**src/rtl/fifo_pkg.sv**
```systemverilog
`default_nettype none
// +-----------------------------------------------------------------------+
// | Module : fifo_pkg                                                     |
// | Brief  : Shared pointer widths and Gray/binary helpers for async FIFO |
// | Rev    : 1.0  initial release                                         |
// +-----------------------------------------------------------------------+
package fifo_pkg;

  localparam int DEF_ADDR_SIZE = 4;
  localparam int PTR_W         = DEF_ADDR_SIZE + 1;
  localparam int MAX_PTR_W     = 32;

  typedef logic [MAX_PTR_W-1:0] ptr_max_t;

  function automatic ptr_max_t bin2gray(input ptr_max_t b);
    return b ^ (b >> 1);
  endfunction

  // Zero-extended inputs keep the upper prefix bits zero, so one width serves all pointers.
  function automatic ptr_max_t gray2bin(input ptr_max_t g);
    ptr_max_t b;
    b[MAX_PTR_W-1] = g[MAX_PTR_W-1];
    for (int i = MAX_PTR_W - 2; i >= 0; i--) begin
      b[i] = b[i+1] ^ g[i];
    end
    return b;
  endfunction

endpackage
`default_nettype wire

```
**src/rtl/sync_2ff.sv**
```systemverilog
`default_nettype none
// +-----------------------------------------------------------------------+
// | Module : sync_2ff                                                     |
// | Brief  : Two-flop clock-domain synchronizer with synchronous reset    |
// | Rev    : 1.0  initial release                                         |
// +-----------------------------------------------------------------------+
module sync_2ff #(
  parameter int W = 5
) (
  input  logic         clk,
  input  logic         rst,
  input  logic [W-1:0] d,
  output logic [W-1:0] q
);

  logic [W-1:0] r_q1;

  // Flop-to-flop with nothing in between so the first stage can resolve.
  always_ff @(posedge clk) begin
    if (rst) begin
      r_q1 <= '0;
      q    <= '0;
    end else begin
      r_q1 <= d;
      q    <= r_q1;
    end
  end

endmodule
`default_nettype wire

```
**src/rtl/fifo_rptr_empty.sv**
```systemverilog
`default_nettype none
// +-----------------------------------------------------------------------+
// | Module : fifo_rptr_empty                                              |
// | Brief  : Async FIFO read pointer, empty/almost-empty flags and level  |
// | Rev    : 1.0  initial release                                         |
// +-----------------------------------------------------------------------+
module fifo_rptr_empty
  import fifo_pkg::*;
#(
  parameter int ADDR_SIZE       = PTR_W - 1,
  parameter int ALMOST_EMPTY_TH = 2
) (
  input  logic                 rclk,
  input  logic                 rst,
  input  logic                 rd_en,
  input  logic [ADDR_SIZE:0]   wr_ptr_gray,
  output logic [ADDR_SIZE-1:0] rd_addr,
  output logic [ADDR_SIZE:0]   rd_ptr_gray,
  output logic                 fifo_empty,
  output logic                 almost_empty,
  output logic [ADDR_SIZE:0]   rd_level
);

  localparam int                  c_PTR_W = ADDR_SIZE + 1;
  localparam logic [c_PTR_W-1:0]  c_AE_TH = c_PTR_W'(ALMOST_EMPTY_TH);

  logic [c_PTR_W-1:0] r_rbin;
  logic [c_PTR_W-1:0] w_wq2;
  logic               w_rd_inc;
  logic [c_PTR_W-1:0] w_rbin_next;
  logic [c_PTR_W-1:0] w_rgray_next;
  logic [c_PTR_W-1:0] w_wbin_sync;
  logic [c_PTR_W-1:0] w_level_next;

  sync_2ff #(.W(c_PTR_W)) u_wptr_sync (
    .clk (rclk),
    .rst (rst),
    .d   (wr_ptr_gray),
    .q   (w_wq2)
  );

  always_comb begin
    w_rd_inc     = rd_en & ~fifo_empty;
    w_rbin_next  = r_rbin + {{(c_PTR_W-1){1'b0}}, w_rd_inc};
    w_rgray_next = c_PTR_W'(bin2gray(ptr_max_t'(w_rbin_next)));
    w_wbin_sync  = c_PTR_W'(gray2bin(ptr_max_t'(w_wq2)));
    // Synchronized write pointer lags reality, so this level can only under-report.
    w_level_next = w_wbin_sync - w_rbin_next;
  end

  always_ff @(posedge rclk) begin
    if (rst) begin
      r_rbin       <= '0;
      rd_ptr_gray  <= '0;
      fifo_empty   <= 1'b1;
      almost_empty <= 1'b1;
      rd_level     <= '0;
    end else begin
      r_rbin       <= w_rbin_next;
      rd_ptr_gray  <= w_rgray_next;
      fifo_empty   <= (w_rgray_next == w_wq2);
      almost_empty <= (w_level_next <= c_AE_TH);
      rd_level     <= w_level_next;
    end
  end

  assign rd_addr = r_rbin[ADDR_SIZE-1:0];

endmodule
`default_nettype wire
```
**config.mk**
```make
export PLATFORM = sky130hd
export DESIGN_NAME = fifo_rptr_empty
export DESIGN_NICKNAME = d
export VERILOG_FILES = /design/src/rtl/fifo_pkg.sv /design/src/rtl/sync_2ff.sv /design/src/rtl/fifo_rptr_empty.sv
export SDC_FILE = /design/constraint.sdc
export NUM_CORES = 1
export LEC_CHECK = 0
export CAP_MARGIN = 5
export CORE_UTILIZATION = 44
export CTS_BUF_LIST = sky130_fd_sc_hd__clkbuf_8 sky130_fd_sc_hd__clkbuf_16
export CTS_CLUSTER_DIAMETER = 150
export CTS_CLUSTER_SIZE = 28
export DETAILED_ROUTE_END_ITERATION = 10
export GPL_TIMING_DRIVEN = 0
export PLACE_DENSITY = 0.73
export SYNTH_ARGS = -nofsm -noshare
export SYNTH_HDL_FRONTEND = slang
export SYNTH_HIERARCHICAL = 1
export SYNTH_SLANG_ARGS = --single-unit
```
**constraint.sdc**
```tcl
create_clock -name rclk -period 3.1 [get_ports rclk]
set_input_delay 0.62 -clock rclk [delete_from_list [all_inputs] [get_ports rclk]]
set_output_delay 0.62 -clock rclk [all_outputs]
set_load 0.01 [all_outputs]
```
==> flow_summary.yaml <==
synth:
  postSynth.asyncResetShare_pct: 0
  yosys_register_bits: 26
  synth_area_leader_cell: "sky130_fd_sc_hd__dfxtp_1"
  yosysWarnings: 6
  synth_nets: 122
  synth_cell_types: 31
  post-synth-top-area-fraction_pct: 44.83
  postSynth.topFlopCell: "sky130_fd_sc_hd__dfxtp_1"
  syn_area_mm2: 0.001161
  synth_area_per_cell_um2: 10.85
  synth_sequential_area_ratio_pct: 44.83
  yosys-top-cells-area: "sky130_fd_sc_hd__dfxtp_1 45%, sky130_fd_sc_hd__nor2b_1 8.1%, sky130_fd_sc_hd__xor2_1 7.5%"
  edff_count_synth: 0
  post_synth_inst_count: 107
flow_run:
  max_cap_viol_count: 0
die:
  core_mm2: 0.002477
  width_of_the_die_um: 53.37
  floorplan.initialDensity_pct: 46.87
  floorplan.die_area_mm2: 0.002848
  io_pins: 24
  placement_rows: 18
  vertical_die_dimension_um: 53.37
sta:
  clock.fmax_mhz: 344.3
  post-route-min-period_ns: 2.904
  max-slew-margin-rel_pct: 63.85
  finalMaxSlewViolations: 0
  skew_ns: 0.003729
  timing.final.hold_violations: 0
  worst_slew_pin_slew_ns: 0.5405
  fin_crit_sh_pct: 93.69
  unrepaired_setup_endpoints_after_global_routing: "no"
  setup_viol: 0
setup_path:
  critical_path.startpoint_type: "input port"
  setup.reg_to_reg.worst_slack_ns: 0.20
  timing.critical_path.mode_cell: "sky130_fd_sc_hd__xor2_1"
  timing.critical_path.required_ns: 3.28
  crit_path_cell_chain: "clkdlybuf4s50_1 > nor2b_4 > ha_4 > nand3_1 > xor2_1 > ha_1 > and2_1 > a221o_1 > xor2_1 > a2111oi_2"
  worstPathBufferInverterCount: 1
  cp-startpoint: "rd_en"
  timing.rr.end: "almost_empty$_SDFF_PP1_"
  timing.critical_path.slowest_cell_delay_ns: 0.45
  worst_path_dominant_cell_family: "compound AO/OA/AOI/OAI gates"
  critical_path.reg2reg.startpoint: "u_wptr_sync/q[2]$_SDFF_PP0_"
  cp_max_fo: 4
  timing.setup.critical_path_class: "input port to flop"
  worst_r2r_path_depth: 10
  worst-endpoint-arrival_ns: 3.08
  slowest_stage: "sky130_fd_sc_hd__clkdlybuf4s50_1"
  critical_path.endpoint_type: "flop"
clock_network:
  clk_pin_slew_ns: 0.09
  hold_buffers: 0
  ctsHtreeMaxLevel: 1
  clk_buf_depth: 2
  clock_latency_ns: 0.28
  tritoncts: "built"
  cts.sink_count: 26
  cts_made_buffers: 3
  clock_tree.root_cell: "sky130_fd_sc_hd__clkbuf_8"
power:
  static_leakage_power_nw: 0.6323
  finalPower_mw: 0.8417
  irDropWorstVdd_uv: 401.5
  power_per_cell_area_mw_per_mm2: 531.8
placement:
  gp_congestion: 0.7497
  detailed_place_hpwl_um: 1569
  place_area_mm2: 0.001429
  port_buffers: 23
route:
  first_pass_iters: 3
  dr_total_vias: 809
  number_of_drc_markers_after_the_initial_detailed_route_iteration: 4
  post_drt_wl_per_cell_um: 12.72
  detail_route.vias_per_cell: 4.873
  drc: 0
  ant_nets: 0
  totalWireLength_um: 2111
grt:
  track_usage_pct: 17.83
  first_global_vias: 799
  grt_overflow_total: 0
  grt_antenna_before_repair: 0
  largest_net_degree_at_the_start_of_global_routing: 17
  grt_pass1_wl_um: 3429
cells_and_area:
  area.growth.synth_to_final_pct: 36.31
  stdcell_area_mm2: 0.001583
  drive_above_1_share_pct: 13.97
  final_core_util_pct: 63.89
  fill_cells: 227
  nets: 152
  n_antenna_cell: 0
min_path:
  worstHoldPathType: "flop to flop"
  worstHoldEndpoint: "u_wptr_sync/q[0]$_SDFF_PP0_"
  worst_hold_launch: "u_wptr_sync/r_q1[0]$_SDFF_PP0_"
  hold_path_depth: 1
status:
  run_status: "completed"
synthesized netlist by cell type (all sizes together) (2+ instances only):
cell,count
nor2,10
and2,4
nor2b,15
nand3,2
xnor2,9
buf,2
inv,4
xor2,10
ha,6
dfxtp,26
cells in the final DEF (no fill, tap or decap), types with 2 or more instances in the layout:
master / n
sky130_fd_sc_hd__inv_1: 3
sky130_fd_sc_hd__ha_1: 5
sky130_fd_sc_hd__dfxtp_1: 26
sky130_fd_sc_hd__clkbuf_8: 3
sky130_fd_sc_hd__and2_1: 4
sky130_fd_sc_hd__xor2_1: 8
sky130_fd_sc_hd__nor2_1: 10
sky130_fd_sc_hd__nor2b_1: 14
sky130_fd_sc_hd__xor2_4: 2
sky130_fd_sc_hd__xnor2_1: 7
sky130_fd_sc_hd__clkdlybuf4s50_1: 23
sky130_fd_sc_hd__xnor2_2: 2
sky130_fd_sc_hd__nand3_1: 2
sky130_fd_sc_hd__buf_4: 2
power breakdown:
part           internal [mW]  leakage (nW)  total, mW  switching, mW
combinational          0.105         0.383      0.183         0.0778
clock                  0.173        0.0357      0.282          0.109
sequential             0.362         0.214      0.377         0.0143
cells by family (layout without fill, tap and decap cells):
logic type | count (synthesis) | count (layout) | synth area share [%]
muxes | 1 | 1 | 0.8621
and+or+nand+nor | 37 | 37 | 17.67
adders and majority gates | 7 | 7 | 8.190
AOI/OAI and AO/OA | 8 | 8 | 6.358
DFF | 26 | 26 | 44.83
xor gates and xnor gates | 21 | 21 | 19.07
buffers and inverters | 7 | 36 | 3.016
state kept, by name, summed over array words and instances (netlist names):
name,count
u_wptr_sync/r_q1,5
rd_level,5
rd_ptr_gray,5
almost_empty,1
r_rbin,4
fifo_empty,1
u_wptr_sync/q,5
per-stage QoR:
step	worst slack [ns]	hold slack (ns)	setup TNS, ns	cells
global route	0.05726	0.4559	0	166
floorplan	0.1810	0.4138	0	107
global placement	-0.4654	0.4178	-0.8050	160
finish	0.1956	0.4430	0	166
CTS	0.004614	0.4477	0	165
detailed placement	-0.5939	0.4265	-1.083	160
worst max path at each step:
stage	endpoint	slack [ns]	cells after the start
after floorplan	almost_empty$_SDFF_PP1_	0.18	9
final	almost_empty$_SDFF_PP1_	0.20	10
after global placement	almost_empty$_SDFF_PP1_	-0.47	10
after global routing	almost_empty$_SDFF_PP1_	0.06	10
after CTS	almost_empty$_SDFF_PP1_	0.005	10
after detailed placement	almost_empty$_SDFF_PP1_	-0.59	10
what timing repair did:
item / in CTS / in global routing
setup buffers: 1 / 1
resized for setup: 8 / 3
endpoints found under the setup margin: 2 / 1
pin swaps: 2 / 1
layout make-up:
cell class              count  area, um^2  area share, %
multi-input cells          74       673.1          42.53
clock inverters             1       30.03          1.897
well taps                  30       37.54          2.372
flip-flops and latches     26       520.5          32.89
clock buffers               3       41.29          2.609
repair buffers             25       245.2          15.49
inverters                   4       15.01         0.9486
plain buffers               3       20.02          1.265
routing by layer:
metal | share of wire (%) | wire, um | GRT usage, %
met1 | 43 | 909 | 19.19
met3 | 4.6 | 98 | 5.172
met4 | 2.7 | 56 | 11.84
met2 | 50 | 1046 | 29.79
met5 | 0 | 0 | 0
Power figures use the tool's default switching activity.
